`src/rtl/sync_fifo_flags_if.sv`:
```
// Handshake bundle between a producer/consumer (master) and the single-clock FIFO (slave).
interface sync_fifo_flags_if #(
  parameter int DATASIZE = 8,
  parameter int ADDRSIZE = 4
);
  logic                clr;
  logic                winc;
  logic [DATASIZE-1:0] wdata;
  logic                rinc;
  logic [DATASIZE-1:0] rdata;
  logic                wfull;
  logic                rempty;
  logic                almost_full;
  logic                almost_empty;
  logic [ADDRSIZE:0]   count;
  logic                overflow;
  logic                underflow;

  modport master (
    output clr, winc, wdata, rinc,
    input  rdata, wfull, rempty, almost_full, almost_empty, count, overflow, underflow
  );

  modport slave (
    input  clr, winc, wdata, rinc,
    output rdata, wfull, rempty, almost_full, almost_empty, count, overflow, underflow
  );
endinterface

```
`src/rtl/sync_fifo_flags.sv`:
```
// Single-clock FIFO with occupancy count, programmable almost flags, sticky error
// flags, synchronous flush and an optional first-word-fall-through read port.
module sync_fifo_flags #(
  parameter int DATASIZE   = 8,
  parameter int ADDRSIZE   = 4,
  parameter int AFULL_LVL  = 12,
  parameter int AEMPTY_LVL = 2,
  parameter int FWFT       = 0
) (
  input logic              clk,
  input logic              rst,
  sync_fifo_flags_if.slave bus
);

  localparam int DEPTH = 1 << ADDRSIZE;
  localparam logic [ADDRSIZE:0]   DEPTH_C  = (ADDRSIZE + 1)'(DEPTH);
  localparam logic [ADDRSIZE:0]   AFULL_C  = (ADDRSIZE + 1)'(AFULL_LVL);
  localparam logic [ADDRSIZE:0]   AEMPTY_C = (ADDRSIZE + 1)'(AEMPTY_LVL);
  localparam logic [ADDRSIZE:0]   ZERO_C   = {(ADDRSIZE + 1){1'b0}};
  localparam logic [ADDRSIZE:0]   ONE_C    = (ADDRSIZE + 1)'(1);
  localparam logic [ADDRSIZE-1:0] PTR_ONE  = ADDRSIZE'(1);

  logic [DATASIZE-1:0] mem_r [DEPTH];
  logic [ADDRSIZE-1:0] waddr_r;
  logic [ADDRSIZE-1:0] raddr_r;
  logic [ADDRSIZE:0]   count_r;
  logic [ADDRSIZE:0]   count_nxt_s;
  logic                overflow_r;
  logic                underflow_r;
  logic                full_s;
  logic                empty_s;
  logic                wr_acc_s;
  logic                rd_acc_s;

  // Full/empty come only from the count; pointers alone cannot tell them apart.
  always_comb begin
    full_s   = (count_r == DEPTH_C);
    empty_s  = (count_r == ZERO_C);
    wr_acc_s = bus.winc & ~full_s  & ~bus.clr & ~rst;
    rd_acc_s = bus.rinc & ~empty_s & ~bus.clr & ~rst;
  end

  // Next occupancy: a simultaneous accepted read and write leaves it unchanged.
  always_comb begin
    count_nxt_s = count_r;
    case ({wr_acc_s, rd_acc_s})
      2'b10:   count_nxt_s = count_r + ONE_C;
      2'b01:   count_nxt_s = count_r - ONE_C;
      default: count_nxt_s = count_r;
    endcase
  end

  // Pointer, occupancy and sticky error state; flush behaves like reset here.
  always_ff @(posedge clk) begin
    if (rst || bus.clr) begin
      waddr_r     <= {ADDRSIZE{1'b0}};
      raddr_r     <= {ADDRSIZE{1'b0}};
      count_r     <= ZERO_C;
      overflow_r  <= 1'b0;
      underflow_r <= 1'b0;
    end else begin
      if (wr_acc_s) begin
        waddr_r <= waddr_r + PTR_ONE;
      end
      if (rd_acc_s) begin
        raddr_r <= raddr_r + PTR_ONE;
      end
      count_r <= count_nxt_s;
      if (bus.winc && full_s) begin
        overflow_r <= 1'b1;
      end
      if (bus.rinc && empty_s) begin
        underflow_r <= 1'b1;
      end
    end
  end

  // Storage array; contents survive reset and flush.
  always_ff @(posedge clk) begin
    if (wr_acc_s) begin
      mem_r[waddr_r] <= bus.wdata;
    end
  end

  generate
    if (FWFT != 0) begin : g_fwft
      assign bus.rdata = mem_r[raddr_r];
    end else begin : g_reg
      logic [DATASIZE-1:0] rdata_r;

      // Registered read port; flush deliberately keeps the last word.
      always_ff @(posedge clk) begin
        if (rst) begin
          rdata_r <= {DATASIZE{1'b0}};
        end else if (rd_acc_s) begin
          rdata_r <= mem_r[raddr_r];
        end
      end

      assign bus.rdata = rdata_r;
    end
  endgenerate

  assign bus.count        = count_r;
  assign bus.wfull        = full_s;
  assign bus.rempty       = empty_s;
  assign bus.almost_full  = (count_r >= AFULL_C);
  assign bus.almost_empty = (count_r <= AEMPTY_C);
  assign bus.overflow     = overflow_r;
  assign bus.underflow    = underflow_r;

endmodule
```
`src/flat_wrapper.sv`:
```
// flat-port wrapper written by rule: the top's interface ports become plain ports
module sync_fifo_flags_flat 
#(
  parameter int DATASIZE   = 8,
  parameter int ADDRSIZE   = 4,
  parameter int AFULL_LVL  = 12,
  parameter int AEMPTY_LVL = 2,
  parameter int FWFT       = 0
)
  (clk, rst, bus_clr, bus_winc, bus_wdata, bus_rinc, bus_rdata, bus_wfull, bus_rempty, bus_almost_full, bus_almost_empty, bus_count, bus_overflow, bus_underflow);
  sync_fifo_flags_if #(.DATASIZE(DATASIZE), .ADDRSIZE(ADDRSIZE)) bus_i ();
  input logic clk;
  input logic rst;
  input wire logic [$bits(bus_i.clr)-1:0] bus_clr;
  input wire logic [$bits(bus_i.winc)-1:0] bus_winc;
  input wire logic [$bits(bus_i.wdata)-1:0] bus_wdata;
  input wire logic [$bits(bus_i.rinc)-1:0] bus_rinc;
  output wire logic [$bits(bus_i.rdata)-1:0] bus_rdata;
  output wire logic [$bits(bus_i.wfull)-1:0] bus_wfull;
  output wire logic [$bits(bus_i.rempty)-1:0] bus_rempty;
  output wire logic [$bits(bus_i.almost_full)-1:0] bus_almost_full;
  output wire logic [$bits(bus_i.almost_empty)-1:0] bus_almost_empty;
  output wire logic [$bits(bus_i.count)-1:0] bus_count;
  output wire logic [$bits(bus_i.overflow)-1:0] bus_overflow;
  output wire logic [$bits(bus_i.underflow)-1:0] bus_underflow;
  assign bus_i.clr = bus_clr;
  assign bus_i.winc = bus_winc;
  assign bus_i.wdata = bus_wdata;
  assign bus_i.rinc = bus_rinc;
  assign bus_rdata = bus_i.rdata;
  assign bus_wfull = bus_i.wfull;
  assign bus_rempty = bus_i.rempty;
  assign bus_almost_full = bus_i.almost_full;
  assign bus_almost_empty = bus_i.almost_empty;
  assign bus_count = bus_i.count;
  assign bus_overflow = bus_i.overflow;
  assign bus_underflow = bus_i.underflow;
  sync_fifo_flags #(.DATASIZE(DATASIZE), .ADDRSIZE(ADDRSIZE), .AFULL_LVL(AFULL_LVL), .AEMPTY_LVL(AEMPTY_LVL), .FWFT(FWFT)) u_core (.clk(clk), .rst(rst), .bus(bus_i));
endmodule
```
`config.mk`:
```
export PLATFORM = sky130hd
export DESIGN_NAME = sync_fifo_flags_flat
export DESIGN_NICKNAME = d
export VERILOG_FILES = /design/src/rtl/sync_fifo_flags_if.sv /design/src/rtl/sync_fifo_flags.sv /design/src/flat_wrapper.sv
export SDC_FILE = /design/constraint.sdc
export NUM_CORES = 1
export LEC_CHECK = 0
export BUFFER_PORTS_ARGS = -buffer_cell sky130_fd_sc_hd__buf_4
export CAP_MARGIN = 30
export CORE_MARGIN = 2
export CORE_UTILIZATION = 45
export DETAILED_ROUTE_END_ITERATION = 10
export GPL_TIMING_DRIVEN = 1
export PLACE_DENSITY_LB_ADDON = 0.15
export SYNTH_ARGS = -nofsm -noshare
export SYNTH_HDL_FRONTEND = slang
export SYNTH_SLANG_ARGS = --single-unit
```
`constraint.sdc`:
```
create_clock -name clk -period 2.7 [get_ports clk]
set_input_delay 0.135 -clock clk [delete_from_list [all_inputs] [get_ports clk]]
set_output_delay 0.135 -clock clk [all_outputs]
set_load 0.02 [all_outputs]
```
Word level (Yosys, flattened, before mapping)
Memory sizes are Yosys's and may differ from the RTL's. A register that Yosys moved wholly into a read port is not among the register bits.
Cells that the tools add are included.
Operators by class
  $lt $le $gt $ge: 2
  equality and inequality tests: 3
  mux-type cells: 3
  reductions and logical operators: 5
  bitwise logic cells: 10
  add/subtract/negate cells: 4
Operators by type and width (count)
  $pmux W5 S2: 1
  $add A4 B1 Y4 const B: 2
  $and A1 B1 Y1: 6
  $add A5 B1 Y5 const B: 1
  $eq A5 B5 Y1 const B: 1
  $ge A5 B4 Y1 const B: 1
  $le A5 B2 Y1 const B: 1
  $logic_not A5 Y1: 1
  $sub A5 B1 Y5 const B: 1
  $not A1 Y1: 4
  $eq A2 B1 Y1 const B: 1
  $eq A2 B2 Y1 const B: 1
  $logic_and A1 B1 Y1: 2
  $mux W1: 2
  $reduce_bool A2 Y1: 1
  $logic_or A1 B1 Y1: 1
Storage, ports and cells
  memory bits (writable): 128
  output and inout bits: 19
  word-level logic and storage cells: 33
  bits of input ports: 13
  memories kept: 1
  bits in registers: 15
Memories
  u_core.mem_r: depth 16, bits a word 8, read ports 1, clocked after Yosys merged registers in 1, write ports 1, RTL line sync_fifo_flags.sv:23  | logic [DATASIZE-1:0] mem_r [DEPTH];

Depth between registers and ports, before layout
Gate-level depths: netlist of the first run.
  depth after elaboration: 7
  depth in mapped cells: 13
  mapped depth without buffers: 12

Worst setup path after synthesis of the first run
Ideal clock, no wire load.
  path kind: register -> register
  start: register u_core.count_r[1] (netlist: u_core.bus.count[1])
  end: register u_core.count_r[4] (netlist: u_core.bus.count[4])
  buffers on the path: 1
  period minus slack after synthesis: 2912 ps
  path slack: -212 ps
  cell stages (with the launch flop): 13
  arrival: 2842 ps
  required time: 2630 ps
  setup time: 70 ps
  path through: dfxtp_1 -> buf_6 -> or4_4 -> o211a_4 -> inv_1 -> ha_1 -> xor2_1 -> ha_1 -> a211o_1 -> a21oi_1 -> a221oi_1 -> or3_1 -> a21oi_1
On the way
  longest elaborated chain between the ends: 7
  elaborated cells between the ends (all ways): 16
  those cells by class: 2 x add/sub; 3 x eq/ne; 1 x mux; 8 x bitwise; 2 x reduce/logical
RTL lines
  start: declaration: RTL line sync_fifo_flags.sv:26  | logic [ADDRSIZE:0] count_r;
  start signal: assignment: RTL line sync_fifo_flags.sv:68  | count_r <= count_nxt_s;
  $eq A5 B5 Y1 or $logic_not A5 Y1 (tied branches): RTL line sync_fifo_flags.sv:37, sync_fifo_flags.sv:38
  $not A1 Y1, on equally long branches: RTL line sync_fifo_flags.sv:39, sync_fifo_flags.sv:40
  $and A1 B1 Y1, on equally long branches (3 in a row): RTL line sync_fifo_flags.sv:39, sync_fifo_flags.sv:40
  $eq A2 B1 Y1 or $eq A2 B2 Y1 (tied branches): RTL line sync_fifo_flags.sv:46  | case ({wr_acc_s, rd_acc_s})
  $pmux W5 S2 or $reduce_bool A2 Y1 (tied branches)
Several ways; a longest one is shown, not always the timed one.
A chain may end at the register's enable or synchronous reset.

Worst setup path in the final report of the first run
  start: register u_core.count_r[3] (netlist: u_core.bus.count[3])
  end: register u_core.count_r[4] (netlist: u_core.bus.count[4])
The elaborated chain is that of the path after synthesis.

==> summary.txt, run 1 <==
Routed wire length per instance -> 20.9 µm
Most frequent CP cell -> a21oi_1
Part of the cycle the worst path needs -> 96.7%
Clock sinks -> 151
Met2 usage -> 30.9%
Synthesized net count -> 364
FP Rows -> 42
Utilization after layout -> 55.3%
Vias in the first global route -> 3,241
Nets@finish -> 426
Fmax -> 383 MHz
Largest net degree at the start of global routing -> 35
Area Growth Syn to Fin -> 20.5%
Final setup vio count -> 0
M1 GR Usage -> 23.7%
Pins Over Slew Limit -> 0
Routability Congestion -> 0.806
Starting density of the core -> 45.9%
Crit. End Element -> flop
PwrDens -> 687 nW/µm²
Number of H-tree levels -> 4
Worst-margin pin slew -> 1.04 ns
Max-capacitance violation count -> 0
Core area -> 13,200 µm²
Final min period -> 2.61 ns
CTS Buf Count -> 17
Clk_lat worst skew -> 0.42 ns
GRT busiest layer -> met2
Clock Tree Root -> clkbuf_16
DRT Pass-1 Iters -> 4
# IOs -> 32
Crit path buffers/inverters -> 1
Post-synthesis cell area -> 6080 µm²
Number of diodes -> 0
Worst setup SP type -> flop
WP depth -> 11
Vias -> 3,259
DRT Wirelength -> 12,400 µm
Clock transition at path regs -> 0.06 ns
Die area -> 14,500 µm²
Final hold vios -> 0
CTS Buffer Depth -> 2
Vias per std cell -> 5.50
Worst-path cell chain -> or4_4, o211a_4, inv_2, ha_4, xor2_2, ha_2, a211o_1, a21oi_1, a221oi_1, or3_1, a21oi_1
Slowest cell on crit path -> or4_4
PortBufs -> 31
Synth Instances -> 342
WHS Path Cells -> 1
Required time worst endpoint -> 3.05 ns
Overall Global Routing Usage -> 18.7%
Synth Warn # -> 0
FF+latch count, synth -> 151
Commonest non-fill, non-tap cell in the layout -> edfxtp_1
Outcome -> finished clean
Critical path fanouts, max -> 6
CTS tree -> built
Hold crit path type -> input pin to flop
Share of cells above drive strength 1 -> 32.6%
Worst hold slack -> 0.0225 ns
Worst setup path class -> flop to flop
DP HPWL -> 7680 µm
Arrival @ worst endpoint -> 2.96 ns
Mean post-synth cell area -> 17.8 µm²
ANT nets after route -> 0
Rel. slew slack -> 30.5%
DR iter-0 viols -> 258
Leakage power -> 2.43 nW
First-pass GRT wire length -> 19,200 µm
Most frequent cells in the layout -> edfxtp_1, buf_4, mux4_2
Register area share after synthesis -> 70.8%
R2R setup slack -> 0.09 ns
CP max stage delay -> 0.54 ns
R2R cell count -> 11
Synth unique cells -> 43
Antenna violations before repair -> 0
Worst path top cell family by delay -> compound AO/OA/AOI/OAI gates
Total congestion overflow -> 0
DR DRC count -> 0
Die W -> 120 µm
Max VDD drop -> 0.557 mV
Met3 usage -> 5.14%
Die Height -> 120 µm
Post-route clock skew -> 0.0130 ns
## stage by stage
stage / power [mW] / cells / instance area (µm²) / TNS (ns) / worst slack [ns]
after CTS: 5.09 / 590 / 7280 / 0 / 0.00907
after global routing: 5.20 / 593 / 7330 / -0.00443 / -0.00443
after detailed placement: 2.69 / 556 / 6660 / 0 / 0.0311
after floorplan: 2.63 / 342 / 6100 / 0 / 0.00391
final: 5.04 / 593 / 7330 / 0 / 0.0901
after global placement: 2.68 / 556 / 6660 / 0 / 0.0878
## cell type report
cell class / instances / area, µm²
repair buffers: 61 / 475
flip-flops and latches: 151 / 4310
clock inverters: 14 / 173
inverters: 7 / 26.3
multi-input cells: 166 / 1700
fillers: 1075 / 5910
well taps: 176 / 220
clock buffers: 18 / 429
## cells in the mapped netlist, drive strengths merged
library cell / number / area, µm²
a21boi: 2 / 18.8
o221ai: 8 / 70.1
o32ai: 1 / 8.76
nand3: 3 / 15.0
nand3b: 8 / 60.1
or2: 1 / 6.26
nor4: 1 / 12.5
nand4: 2 / 12.5
nand2: 14 / 62.6
ha: 9 / 113
a21o: 1 / 7.51
xnor2: 3 / 26.3
nand2b: 4 / 25.0
mux4: 32 / 721
a22oi: 1 / 7.51
nor2: 27 / 101
dfxtp: 23 / 460
a2111oi: 1 / 8.76
xor2: 5 / 43.8
nor3: 5 / 25.0
o211a: 1 / 17.5
o22ai: 1 / 6.26
a221oi: 1 / 8.76
a211o: 1 / 8.76
inv: 7 / 26.3
edfxtp: 128 / 3840
buf: 13 / 71.3
o21ai: 4 / 23.8
clkbuf: 5 / 21.3
or3: 3 / 18.8
a21oi: 8 / 40.0
mux2i: 17 / 170
or4: 2 / 18.8
## cell families after synthesis
group	count (synthesis)	share of synthesized area [%]
compound gates	30	3.72
xor+xnor	8	1.15
fa+ha+maj	9	1.85
buf+inv	25	1.95
flops	151	70.8
mux	49	14.7
simple gates	70	5.88
## final timing paths
kind,to,startpoint
worst min register to register,u_core.bus.overflow,u_core.bus.overflow
worst min-delay path,u_core.mem_r[5][2],bus_wdata[2]
worst max register to register,u_core.bus.count[4],u_core.bus.count[3]
worst max-delay path,u_core.bus.count[4],u_core.bus.count[3]
## what timing repair did
item / CTS / global route
hold endpoints to repair: 2 / 0
endpoints found under the setup margin: 0 / 1
buffers inserted: 0 / 3
hold buffers: 2 / 0
resized for setup: 0 / 3
## per-layer routing
metal / vias up / part of all wire (%)
met3: 12 / 5.7
met4: 0 / 1.5
li1: 1476 / -
met5: - / 0
met1: 1683 / 42
met2: 88 / 51
## registers in the layout, indices dropped and copies added (netlist names)
name                  flops
u_core.waddr_r            4
u_core.bus.overflow       1
u_core.mem_r            128
u_core.bus.underflow      1
u_core.bus.rdata          8
u_core.bus.count          5
u_core.raddr_r            4
## worst reg2reg max path, cell delays in order (launching register included)
cell and delay (ns):
dfxtp_1 0.31, or4_4 0.54, o211a_4 0.27, inv_2 0.07, ha_4 0.17, xor2_2 0.08, ha_2 0.18, a211o_1 0.27
a21oi_1 0.14, a221oi_1 0.07, or3_1 0.31, a21oi_1 0.13
## power breakdown
| group | total [mW] | switching (mW) | internal, mW |
|---|---|---|---|
| Combinational | 0.102 | 0.0639 | 0.0385 |
| Clock | 2.40 | 0.934 | 1.46 |
| Sequential | 2.54 | 0.00415 | 2.53 |
| Total | 5.04 | 1.00 | 4.03 |
Note: power is estimated with default switching activity, not from simulation.
==> run 2, diff against run 1 <==
--- a/config.mk
+++ b/config.mk
@@ -5,8 +5,9 @@
 export SDC_FILE = /design/constraint.sdc
 export NUM_CORES = 1
 export LEC_CHECK = 0
+export ABC_AREA = 1
 export BUFFER_PORTS_ARGS = -buffer_cell sky130_fd_sc_hd__buf_4
-export CAP_MARGIN = 30
+export CAP_MARGIN = 40
 export CORE_MARGIN = 2
 export CORE_UTILIZATION = 45
 export DETAILED_ROUTE_END_ITERATION = 10
==> summary.txt, run 2 <==
Nets@finish -> 751
Synth Instances -> 672
Worst hold slack -> 0.0261 ns
Met3 usage -> 4.96%
Area Growth Syn to Fin -> 17.6%
Vias -> 4,687
Die area -> 15,700 µm²
Required time worst endpoint -> 3.06 ns
M1 GR Usage -> 27.2%
Share of cells above drive strength 1 -> 13.2%
Placed cells -> 885
Max VDD drop -> 0.405 mV
Post-synthesis cell area -> 6610 µm²
GRT busiest layer -> met2
Post-Route Setup TNS -> 0 ns
Logic pwr share -> 4.2%
CTS Buf Count -> 17
Fillers -> 1,278
DRT Wirelength -> 15,300 µm
PortBufs -> 31
DP HPWL -> 9440 µm
Sw power -> 1.07 mW
Clock transition at path regs -> 0.06 ns
Worst setup path class -> flop to flop
CTS Buffer Depth -> 2
Outcome -> finished clean
Final hold vios -> 0
Cell taking the most area after synthesis -> edfxtp_1
Crit. End Element -> flop
Leakage power -> 3.31 nW
Share of the synthesized area in the top cell type -> 58.2%
Number of synthesized flops with an enable pin -> 128
P_int -> 3.96 mW
Critical path fanouts, max -> 6
Antenna violations before repair -> 0
Pins Over Slew Limit -> 0
Clk pwr share -> 45.2%
Max reg flops -> 128
Starting density of the core -> 45.8%
Largest net degree at the start of global routing -> 68
Vias in the first global route -> 4,576
Hold crit path type -> input pin to flop
Routed wire length per instance -> 16.6 µm
Synth unique cells -> 29
Clock Tree Root -> clkbuf_16
Clock sinks -> 151
RSZ-0062 raised after global routing -> false
DR iter-0 viols -> 395
Synth Warn # -> 0
Synthesized net count -> 694
Rel. slew slack -> 49.5%
Final min period -> 2.49 ns
Synth top area cells -> edfxtp_1, nand2_1, dfxtp_1, nand3_1, inv_1
Total chip power -> 5.03 mW
Fmax -> 402 MHz
Most flops, register -> u_core.mem_r
FP Rows -> 44
PwrDens -> 647 nW/µm²
Max-capacitance violation count -> 0
Arrival @ worst endpoint -> 2.85 ns
Worst setup SP type -> flop
Post-route clock skew -> 0.00860 ns
Commonest non-fill, non-tap cell in the layout -> nand2_1
Sequential power share -> 50.7%
FF+latch count, synth -> 151
Final setup vio count -> 0
Die Height -> 125 µm
Routability Congestion -> 0.819
First-pass GRT wire length -> 24,600 µm
Clk_lat worst skew -> 0.43 ns
Vias per std cell -> 5.06
# IOs -> 32
Total congestion overflow -> 0
Ys async rst share -> 0%
Number of diodes -> 0
DR DRC count -> 0
Core area -> 14,400 µm²
CTS tree -> built
Overall Global Routing Usage -> 20.7%
Mean post-synth cell area -> 9.83 µm²
Die W -> 125 µm
Top-count cell post-synth -> nand2_1
Sw frac -> 21.3%
Post-Layout Cell Count -> 926
Register area share after synthesis -> 65.2%
DRT Pass-1 Iters -> 7
Commonest cells in the synthesized netlist -> nand2_1, edfxtp_1, nand3_1
Worst-margin pin slew -> 0.757 ns
Ys flop type -> edfxtp_1
Part of the cycle the worst path needs -> 92.2%
Most frequent cells in the layout -> nand2_1, edfxtp_1, nand3_1
Number of H-tree levels -> 4
Met2 usage -> 32.8%
ANT nets after route -> 0
==> run 2: changes by cell type in the layout (fill, tap and decap cells not counted), sizes merged, moves of 4 or more <==
cell	change
nand2	+229
mux2i	-17
a21oi	+5
nand3b	-7
o221ai	-8
mux4	-32
inv	+75
clkinv	+6
nand2b	-4
o21ai	+6
nand3	+85
==> run 2: critical path: stages (launching register included) <==
cell,delay (ns)
dfxtp_1,0.35
nor2_1,0.22
nand4_1,0.20
nand2_1,0.21
nor2_4,0.07
inv_1,0.10
ha_1,0.30
xor2_1,0.23
ha_1,0.17
inv_1,0.05
nand2_1,0.10
nand3_1,0.11
nand2_1,0.07
nand2_1,0.04
nand2_1,0.06
nand2_1,0.04
a21oi_1,0.11
==> run 2: through the flow <==
| stage | util, % | setup WS (ns) | instance area (µm²) |
|---|---|---|---|
| 3_5_place_dp | 49.3 | 0.241 | 7120 |
| 2_1_floorplan | - | 0.493 | 6610 |
| 4_1_cts | 53.6 | 0.169 | 7730 |
| 3_3_place_gp | 49.3 | 0.373 | 7120 |
| 6_report | 53.8 | 0.210 | 7770 |
| 5_1_grt | 53.8 | 0.00308 | 7770 |
==> run 2: what timing repair did <==
| action | 4_1_cts | 5_1_grt |
|---|---|---|
| hold buffers | 5 | 0 |
| hold endpoints to repair | 4 | 0 |
| endpoints found under the setup margin | 0 | 1 |
| gates resized for setup | 0 | 2 |
| setup buffers | 0 | 4 |
==> run 2: cells by family after synthesis <==
| kind of cell | after synthesis | share of synthesized area, % |
|---|---|---|
| AO/OA/AOI/OAI | 28 | 2.31 |
| adder cells (fa/ha/maj) | 9 | 1.70 |
| buffers and inverters | 114 | 7.23 |
| AND/OR/NAND/NOR | 366 | 23.1 |
| XOR/XNOR | 4 | 0.530 |
| flip-flops | 151 | 65.2 |
==> run 2: cell type report <==
type                    count  area (µm²)  area share [%]
inverters                  88         334            4.30
flip-flops and latches    151        4310            55.4
clock buffers              18         429            5.53
multi-input cells         407        1830            23.6
well taps                 184         230            2.96
clock inverters            14         133            1.71
repair buffers             64         505            6.51
==> run 2: routing by layer <==
| layer | vias up | share of wire, % |
|---|---|---|
| li1 | 2302 | - |
| met1 | 2227 | 44 |
| met2 | 122 | 48 |
| met3 | 36 | 4.8 |
| met4 | 0 | 2.8 |
| met5 | - | 0 |
==> run 2: power groups by stage <==
| stage | Sequential (mW) | Combinational, mW | Clock (mW) |
|---|---|---|---|
| 3_3_place_gp | 2.60 | 0.194 | 0 |
| 5_1_grt | 2.55 | 0.234 | 2.39 |
| 6_report | 2.55 | 0.209 | 2.27 |
| 3_5_place_dp | 2.60 | 0.197 | 0 |
| 4_1_cts | 2.55 | 0.204 | 2.30 |
| 2_1_floorplan | 2.60 | 0.101 | 0 |
==> run 2: worst paths after layout <==
| path | slack [ns] | startpoint | depth (start not counted) | endpoint |
|---|---|---|---|---|
| worst max-delay path | 0.21 | u_core.bus.count[2] | 16 | u_core.bus.count[4] |
| worst min-delay path | 0.03 | bus_wdata[0] | 1 | u_core.mem_r[10][0] |
| worst max register to register | 0.21 | u_core.bus.count[2] | 16 | u_core.bus.count[4] |
| worst min register to register | 0.47 | u_core.bus.rdata[3] | 2 | u_core.bus.rdata[3] |
